[src/rtl/spi_frame_pkg.sv]
// spi_frame_pkg
//   Shared definitions for the framed single-wire serial master:
//   request opcodes, per-opcode header patterns and FSM state codes.
package spi_frame_pkg;

    // Request opcodes carried on req_op.
    typedef enum logic [1:0] {
        OP_CFG    = 2'd0,
        OP_START  = 2'd1,
        OP_READ   = 2'd2,
        OP_BADHDR = 2'd3
    } op_e;

    // Header patterns, sent LSB first.
    localparam logic [7:0] HDR_CFG   = 8'hC3;
    localparam logic [7:0] HDR_START = 8'h5A;
    localparam logic [7:0] HDR_READ  = 8'h96;

    // FSM state codes.
    typedef logic [2:0] state_t;
    localparam state_t ST_IDLE = 3'd0;
    localparam state_t ST_HDR  = 3'd1;
    localparam state_t ST_DATA = 3'd2;
    localparam state_t ST_TURN = 3'd3;
    localparam state_t ST_RDAT = 3'd4;
    localparam state_t ST_GAP  = 3'd5;

    // OP_BADHDR sends the inverted CFG header so downstream checkers can be
    // exercised with a header they must reject; the frame is otherwise a CFG.
    function automatic logic [7:0] hdr_for_op(input op_e op);
        logic [7:0] hdr;
        case (op)
            OP_CFG:   hdr = HDR_CFG;
            OP_START: hdr = HDR_START;
            OP_READ:  hdr = HDR_READ;
            default:  hdr = ~HDR_CFG;
        endcase
        return hdr;
    endfunction

endpackage

[src/rtl/spi_frame_master_ctr.sv]
// spi_shift_ctr
//   Down-counter used as the phase bit counter. Loaded with (length-1) at the
//   start of each phase; tc flags the last cycle of the phase.
//   Ports:
//     clk, rst   - clock, synchronous active-low reset
//     load       - load load_val (has priority over counting)
//     load_val   - phase length minus one
//     en         - counting enabled in this state
//     hold       - stall (slave suspend); blocks counting when high
//     tc         - counter is at zero (last cycle of the phase)
module spi_shift_ctr #(
    parameter int CNT_W = 4
) (
    input  logic             clk,
    input  logic             rst,
    input  logic             load,
    input  logic [CNT_W-1:0] load_val,
    input  logic             en,
    input  logic             hold,
    output logic             tc
);

    logic [CNT_W-1:0] cnt_q;
    logic [CNT_W-1:0] cnt_d;

    always_comb begin
        cnt_d = cnt_q;
        if (load) begin
            cnt_d = load_val;
        end else if (en && !hold && (cnt_q != '0)) begin
            cnt_d = cnt_q - CNT_W'(1);
        end
    end

    always_ff @(posedge clk) begin
        if (!rst) begin
            cnt_q <= '0;
        end else begin
            cnt_q <= cnt_d;
        end
    end

    assign tc = (cnt_q == '0);

endmodule

[src/rtl/spi_frame_master.sv]
// spi_frame_master
//   Master for the framed single-wire serial protocol. Accepts CFG / START /
//   READ requests, sends an LSB-first header (and payload for CFG) under
//   frame, turns the line around for READ and samples the response.
//   The slave may stall any in-frame cycle with suspend; a stall lasting
//   SUSP_MAX consecutive cycles aborts the frame with rsp_err.
//   Ports:
//     clk, rst          - clock, synchronous active-low reset
//     req_valid/ready   - request handshake
//     req_op, req_data  - opcode and CFG payload
//     rsp_valid         - one-cycle completion pulse (first gap cycle)
//     rsp_err           - qualifies rsp_valid: frame was aborted
//     rsp_data          - read data (zero for non-read or aborted frames)
//     frame, sdo, sdo_oe- serial line outputs to the pad driver
//     sdi               - serial line input from the pad
//     suspend           - slave stall request
//     dbg_state         - current FSM state (observability)
//
// Handshake: a request transfers on a rising edge where req_valid and
//   req_ready are both high. req_ready depends only on FSM state and
//   suspend, never on req_valid; a requester holds req_valid/op/data stable
//   until the transfer, and a request is never dropped while waiting.
module spi_frame_master
    import spi_frame_pkg::*;
#(
    parameter int HDR_W    = 8,
    parameter int DATA_W   = 8,
    parameter int RD_W     = 9,
    parameter int TURN_CYC = 1,
    parameter int GAP_CYC  = 2,
    parameter int SUSP_MAX = 64
) (
    input  logic              clk,
    input  logic              rst,
    input  logic              req_valid,
    output logic              req_ready,
    input  logic [1:0]        req_op,
    input  logic [DATA_W-1:0] req_data,
    output logic              rsp_valid,
    output logic              rsp_err,
    output logic [RD_W-1:0]   rsp_data,
    output logic              frame,
    output logic              sdo,
    output logic              sdo_oe,
    input  logic              sdi,
    input  logic              suspend,
    output state_t            dbg_state
);

    localparam int MAX_A   = (HDR_W > DATA_W) ? HDR_W : DATA_W;
    localparam int MAX_B   = (RD_W > TURN_CYC) ? RD_W : TURN_CYC;
    localparam int MAX_AB  = (MAX_A > MAX_B) ? MAX_A : MAX_B;
    localparam int MAX_LEN = (MAX_AB > GAP_CYC) ? MAX_AB : GAP_CYC;
    localparam int CNT_W   = $clog2(MAX_LEN + 1);
    localparam int SUSP_W  = $clog2(SUSP_MAX + 1);

    state_t            state_q, state_d;
    op_e               op_q, op_d;
    logic [HDR_W-1:0]  hdr_q, hdr_d;
    logic [DATA_W-1:0] data_q, data_d;
    logic [RD_W-1:0]   rsp_data_q, rsp_data_d;
    logic              rsp_valid_q, rsp_valid_d;
    logic              rsp_err_q, rsp_err_d;
    logic [SUSP_W-1:0] susp_cnt_q, susp_cnt_d;

    logic              ctr_load;
    logic [CNT_W-1:0]  ctr_load_val;
    logic              ctr_en;
    logic              ctr_hold;
    logic              ctr_tc;
    logic              in_frame;
    logic              abort;
    logic              enter_gap;

    spi_shift_ctr #(
        .CNT_W (CNT_W)
    ) u_ctr (
        .clk      (clk),
        .rst      (rst),
        .load     (ctr_load),
        .load_val (ctr_load_val),
        .en       (ctr_en),
        .hold     (ctr_hold),
        .tc       (ctr_tc)
    );

    assign in_frame  = (state_q == ST_HDR) || (state_q == ST_DATA) ||
                       (state_q == ST_TURN) || (state_q == ST_RDAT);
    assign req_ready = (state_q == ST_IDLE) && !suspend;

    always_comb begin
        state_d      = state_q;
        op_d         = op_q;
        hdr_d        = hdr_q;
        data_d       = data_q;
        rsp_data_d   = rsp_data_q;
        rsp_valid_d  = 1'b0;
        rsp_err_d    = 1'b0;
        susp_cnt_d   = '0;
        ctr_load     = 1'b0;
        ctr_load_val = '0;
        ctr_en       = 1'b0;
        ctr_hold     = suspend;
        abort        = 1'b0;
        enter_gap    = 1'b0;

        // Consecutive-stall watchdog; any unsuspended cycle clears it.
        if (in_frame && suspend) begin
            if (susp_cnt_q == SUSP_W'(SUSP_MAX - 1)) begin
                abort = 1'b1;
            end else begin
                susp_cnt_d = susp_cnt_q + SUSP_W'(1);
            end
        end

        case (state_q)
            ST_IDLE: begin
                if (req_valid && req_ready) begin
                    state_d      = ST_HDR;
                    op_d         = op_e'(req_op);
                    hdr_d        = HDR_W'(hdr_for_op(op_e'(req_op)));
                    data_d       = req_data;
                    rsp_data_d   = '0;
                    ctr_load     = 1'b1;
                    ctr_load_val = CNT_W'(HDR_W - 1);
                end
            end
            ST_HDR: begin
                ctr_en = 1'b1;
                if (!suspend) begin
                    if (ctr_tc) begin
                        case (op_q)
                            OP_START: enter_gap = 1'b1;
                            OP_READ: begin
                                state_d      = ST_TURN;
                                ctr_load     = 1'b1;
                                ctr_load_val = CNT_W'(TURN_CYC - 1);
                            end
                            default: begin
                                state_d      = ST_DATA;
                                ctr_load     = 1'b1;
                                ctr_load_val = CNT_W'(DATA_W - 1);
                            end
                        endcase
                    end else begin
                        hdr_d = hdr_q >> 1;
                    end
                end
            end
            ST_DATA: begin
                ctr_en = 1'b1;
                if (!suspend) begin
                    if (ctr_tc) begin
                        enter_gap = 1'b1;
                    end else begin
                        data_d = data_q >> 1;
                    end
                end
            end
            ST_TURN: begin
                ctr_en = 1'b1;
                if (!suspend && ctr_tc) begin
                    state_d      = ST_RDAT;
                    ctr_load     = 1'b1;
                    ctr_load_val = CNT_W'(RD_W - 1);
                end
            end
            ST_RDAT: begin
                ctr_en = 1'b1;
                if (!suspend) begin
                    // Shift in from the top so the first sampled bit lands in bit 0.
                    rsp_data_d = {sdi, rsp_data_q[RD_W-1:1]};
                    if (ctr_tc) begin
                        enter_gap = 1'b1;
                    end
                end
            end
            ST_GAP: begin
                // The gap is a fixed idle period; the slave cannot stretch it.
                ctr_en   = 1'b1;
                ctr_hold = 1'b0;
                if (ctr_tc) begin
                    state_d = ST_IDLE;
                end
            end
            default: state_d = ST_IDLE;
        endcase

        if (abort) begin
            enter_gap  = 1'b1;
            rsp_err_d  = 1'b1;
            rsp_data_d = '0;
        end

        if (enter_gap) begin
            state_d      = ST_GAP;
            rsp_valid_d  = 1'b1;
            ctr_load     = 1'b1;
            ctr_load_val = CNT_W'(GAP_CYC - 1);
        end
    end

    always_ff @(posedge clk) begin
        if (!rst) begin
            state_q     <= ST_IDLE;
            op_q        <= OP_CFG;
            hdr_q       <= '0;
            data_q      <= '0;
            rsp_data_q  <= '0;
            rsp_valid_q <= 1'b0;
            rsp_err_q   <= 1'b0;
            susp_cnt_q  <= '0;
        end else begin
            state_q     <= state_d;
            op_q        <= op_d;
            hdr_q       <= hdr_d;
            data_q      <= data_d;
            rsp_data_q  <= rsp_data_d;
            rsp_valid_q <= rsp_valid_d;
            rsp_err_q   <= rsp_err_d;
            susp_cnt_q  <= susp_cnt_d;
        end
    end

    // Line outputs are decoded from registered state, so a suspended cycle
    // holds them simply because nothing advances.
    always_comb begin
        frame  = in_frame;
        sdo_oe = (state_q == ST_HDR) || (state_q == ST_DATA);
        sdo    = 1'b0;
        if (state_q == ST_HDR) begin
            sdo = hdr_q[0];
        end else if (state_q == ST_DATA) begin
            sdo = data_q[0];
        end
    end

    assign rsp_valid = rsp_valid_q;
    assign rsp_err   = rsp_err_q;
    assign rsp_data  = rsp_data_q;
    assign dbg_state = state_q;

endmodule

[config.mk]
export PLATFORM = sky130hd
export DESIGN_NAME = spi_frame_master
export DESIGN_NICKNAME = d
export VERILOG_FILES = /design/src/rtl/spi_frame_pkg.sv /design/src/rtl/spi_frame_master_ctr.sv /design/src/rtl/spi_frame_master.sv
export SDC_FILE = /design/constraint.sdc
export NUM_CORES = 1
export LEC_CHECK = 0
export CAP_MARGIN = 25
export CELL_PAD_IN_SITES_DETAIL_PLACEMENT = 0
export CELL_PAD_IN_SITES_GLOBAL_PLACEMENT = 1
export CORE_MARGIN = 2
export CORE_UTILIZATION = 36
export CTS_CLUSTER_DIAMETER = 150
export DETAILED_ROUTE_END_ITERATION = 7
export PLACE_DENSITY = 0.79
export SYNTH_ARGS = -nofsm -noshare
export SYNTH_HDL_FRONTEND = slang
export SYNTH_HIERARCHICAL = 1
export SYNTH_SLANG_ARGS = --single-unit
[constraint.sdc]
create_clock -name clk -period 2.6 [get_ports clk]
set_input_delay 0.52 -clock clk [delete_from_list [all_inputs] [get_ports clk]]
set_output_delay 0.52 -clock clk [all_outputs]
set_load 0.1 [all_outputs]
==> metrics.cfg <==
[worst_setup_path]
start_kind=flop
max_stage_delay_ns=0.45
crit_path_max_fanout=16
critical-path-top-delay-family=buffers and inverters
end_kind=output pin
rrSetupSlack_ns=0.38
required_ns=2.08
r2r_cells=10
crit_chain=buf_4 -> nor3b_1 -> buf_4 -> or2_2 -> buf_12
critPathBufInv=3
critical_path_arrival_ns=1.79
regToRegEndpoint=u_ctr/cnt_q[1]
crit_type=flop to output pin
slowest_stage=dfxtp_4
crit_top_cell=buf_4
r2r-start=u_ctr/cnt_q[0]
crit_cells=5

[grt]
grt_pass1_wl_um=8640
grt_pass1_vias=1747
grt_use_total=0.150
grt-ovfl-total=0
grt_max_degree=28
antenna_found_initial=0

[yosys]
synth_xor_area_frac=0.0196
yosysWarningCount=6
ys_seq_area_frac=0.385
yosys_register_bits=43
synth_cell_types=56
synthCells=263
synth_nets=282
ys.flop_type=dfxtp_1
synth_compound_area_frac=0.222
synth_top_family_by_area=simple AND/OR/NAND/NOR gates
synth.mux.area_fraction=0.0313
synth-adder-area-share=0.0224
synth.cell_area_um2=2240
synth-simple-area-share=0.248
async_flop_share=0
avgSynthCellArea_um2=8.51
synth_enable_flop_cells=0

[clock_network]
root_buffer=clkbuf_8
postCtsSetupBuffers=0
clk_latency_ns=0.30
htree_levels=2
clkSinkCount=43
cts_hold_buffers=0
cts_buffer_depth=2
cts_tree=yes
post_cts_resized=0
clkTransAtPathRegs_ns=0.08
numCtsBuffers=5

[power]
pwr_density_cell_nw_per_um2=1120
internal_power_uw=1640
switching_share=0.475
ir_worst_vdd_uv=1140
netSwitchingPower_uw=1480
comb_power_share=0.565
power.leakage_uw=0.000994
power_frac_clock=0.133
pwr-share-seq=0.302

[job]
maxCapViolations=0

[routing]
ant_nets=0
wl_um=5080
vias=1947
vias_per_cell=5.23
drc_errors=0
drt-initial-drc-count=148
dr.pass1.iters=4
wl_per_cell_um=13.7

[place]
dp_hpwl_um=3540
routabilityCongestion=0.842
dpl.cell_count=365
port-buffer-count=32
pre_cts_slack_ns=0.271

[floorplan]
io_pins=33
die-area_um2=6860
initial_core_util=0.376
core_um2=5960
die_height_um=82.8
die_w_um=82.8
num_rows=28

[cells_and_area]
final_common_cell=dfxtp_1
final_nets=316
layout.cells.non_filler=372
seq_area_um2=872
multiInputGateArea_um2=1260
mostFrequentLayoutCells=dfxtp_1 (40), buf_4 (27), nor2_1 (25), nand2_1 (24), a21oi_1 (19)
fin_util=0.467
fill_cells=606
drive_gt1_frac=0.202
num_antenna_cells=0
area.growth.synth_to_final_pct=24.3

[timing]
hold_ws_ns=0.440
skew_ns=0.00940
fin_ws_ns=0.286
worst_pin_slew_ns=0.704
setup_viol=0
fin_crit_sh=0.890
slew_viol_final=0
hold_viol=0
finalSetupTns_ns=0
fmax_mhz=432
rsz0062_at_grt=no
final.min_clock_period_ns=2.31
slew_headroom=0.529

[worst_hold_path]
hp-start=susp_cnt_q[0]
whs_endpoint=susp_cnt_q[0]
hold_depth=1
hp-class=flop to flop

[status]
outcome=finished, final reports clean

[worst reg2reg max path: stages (launching register included)]
cell and delay, ns:
dfxtp_1 0.37, inv_1 0.06, ha_1 0.23, nor3b_1 0.17, nor2b_2 0.18, o31a_1 0.12, a31o_1 0.20, or3_4 0.42
nor2_1 0.11, nand2_1 0.06, o311ai_1 0.21
[cells in the mapped netlist, drive strengths merged, types with 5 or more instances]
cell type | count | share of area
inv | 14 | 0.023
nand2b | 6 | 0.017
a31oi | 6 | 0.017
clkbuf | 6 | 0.010
nor2 | 25 | 0.042
buf | 12 | 0.039
or3 | 6 | 0.019
a211oi | 9 | 0.043
nand4 | 9 | 0.025
nor2b | 5 | 0.015
dfxtp | 43 | 0.38
a21oi | 19 | 0.043
nor3b | 5 | 0.017
o21ai | 11 | 0.026
mux2i | 7 | 0.031
nand2 | 24 | 0.040
[routing by layer]
metal	GRT usage	wire length, um	vias up
met5	0	0	-
met4	0.0358	41	0
met3	0.0437	204	4
met2	0.225	2340	31
met1	0.214	2500	896
li1	-	-	1016
[state kept, by name, summed over array words and instances (netlist names)]
signal,cells
dbg_state,3
data_q,8
u_ctr/cnt_q,4
rsp_valid,1
rsp_err,1
susp_cnt_q,7
rsp_data,9
op_q,2
hdr_q,8
[cell type report]
class                           count  area share
Multi-Input combinational cell    188       0.452
Sequential cell                    43       0.314
Timing Repair Buffer               45       0.152
Tap cell                           75      0.0338
Clock buffer                        5      0.0248
Inverter                           14      0.0189
Clock inverter                      2     0.00495
[worst max-delay path by stage]
stage / endpoint / slack (ns) / from
after floorplan: u_ctr/cnt_q[1] / -0.05 / dbg_state[1]
after global placement: u_ctr/cnt_q[0] / 0.29 / suspend
after global routing: sdo_oe / 0.21 / dbg_state[2]
after CTS: sdo_oe / 0.28 / dbg_state[2]
after detailed placement: u_ctr/cnt_q[1] / 0.27 / suspend
final: sdo_oe / 0.29 / dbg_state[2]
[per-stage QoR]
step                      total power (uW)  area [um2]
final                                 3120        2780
after detailed placement              2710        2700
after CTS                             3130        2780
after global placement                2710        2700
after floorplan                       2250        2290
after global routing                  3310        2780
[power groups by stage]
stage | clock (uW) | combinational (uW) | sequential [uW]
detailed placement | 0 | 1750 | 955
CTS | 432 | 1760 | 940
finish | 415 | 1760 | 943
global placement | 0 | 1750 | 954
floorplan | 0 | 1240 | 1010
global route | 463 | 1880 | 967
[cell families after synthesis]
group,count (synthesis)
AND/OR/NAND/NOR,103
AO/OA/AOI/OAI,69
flip-flops,43
buffers and inverters,32
multiplexers,7
XOR/XNOR,5
adder cells (fa/ha/maj),4
Power figures use the tool's default switching activity.
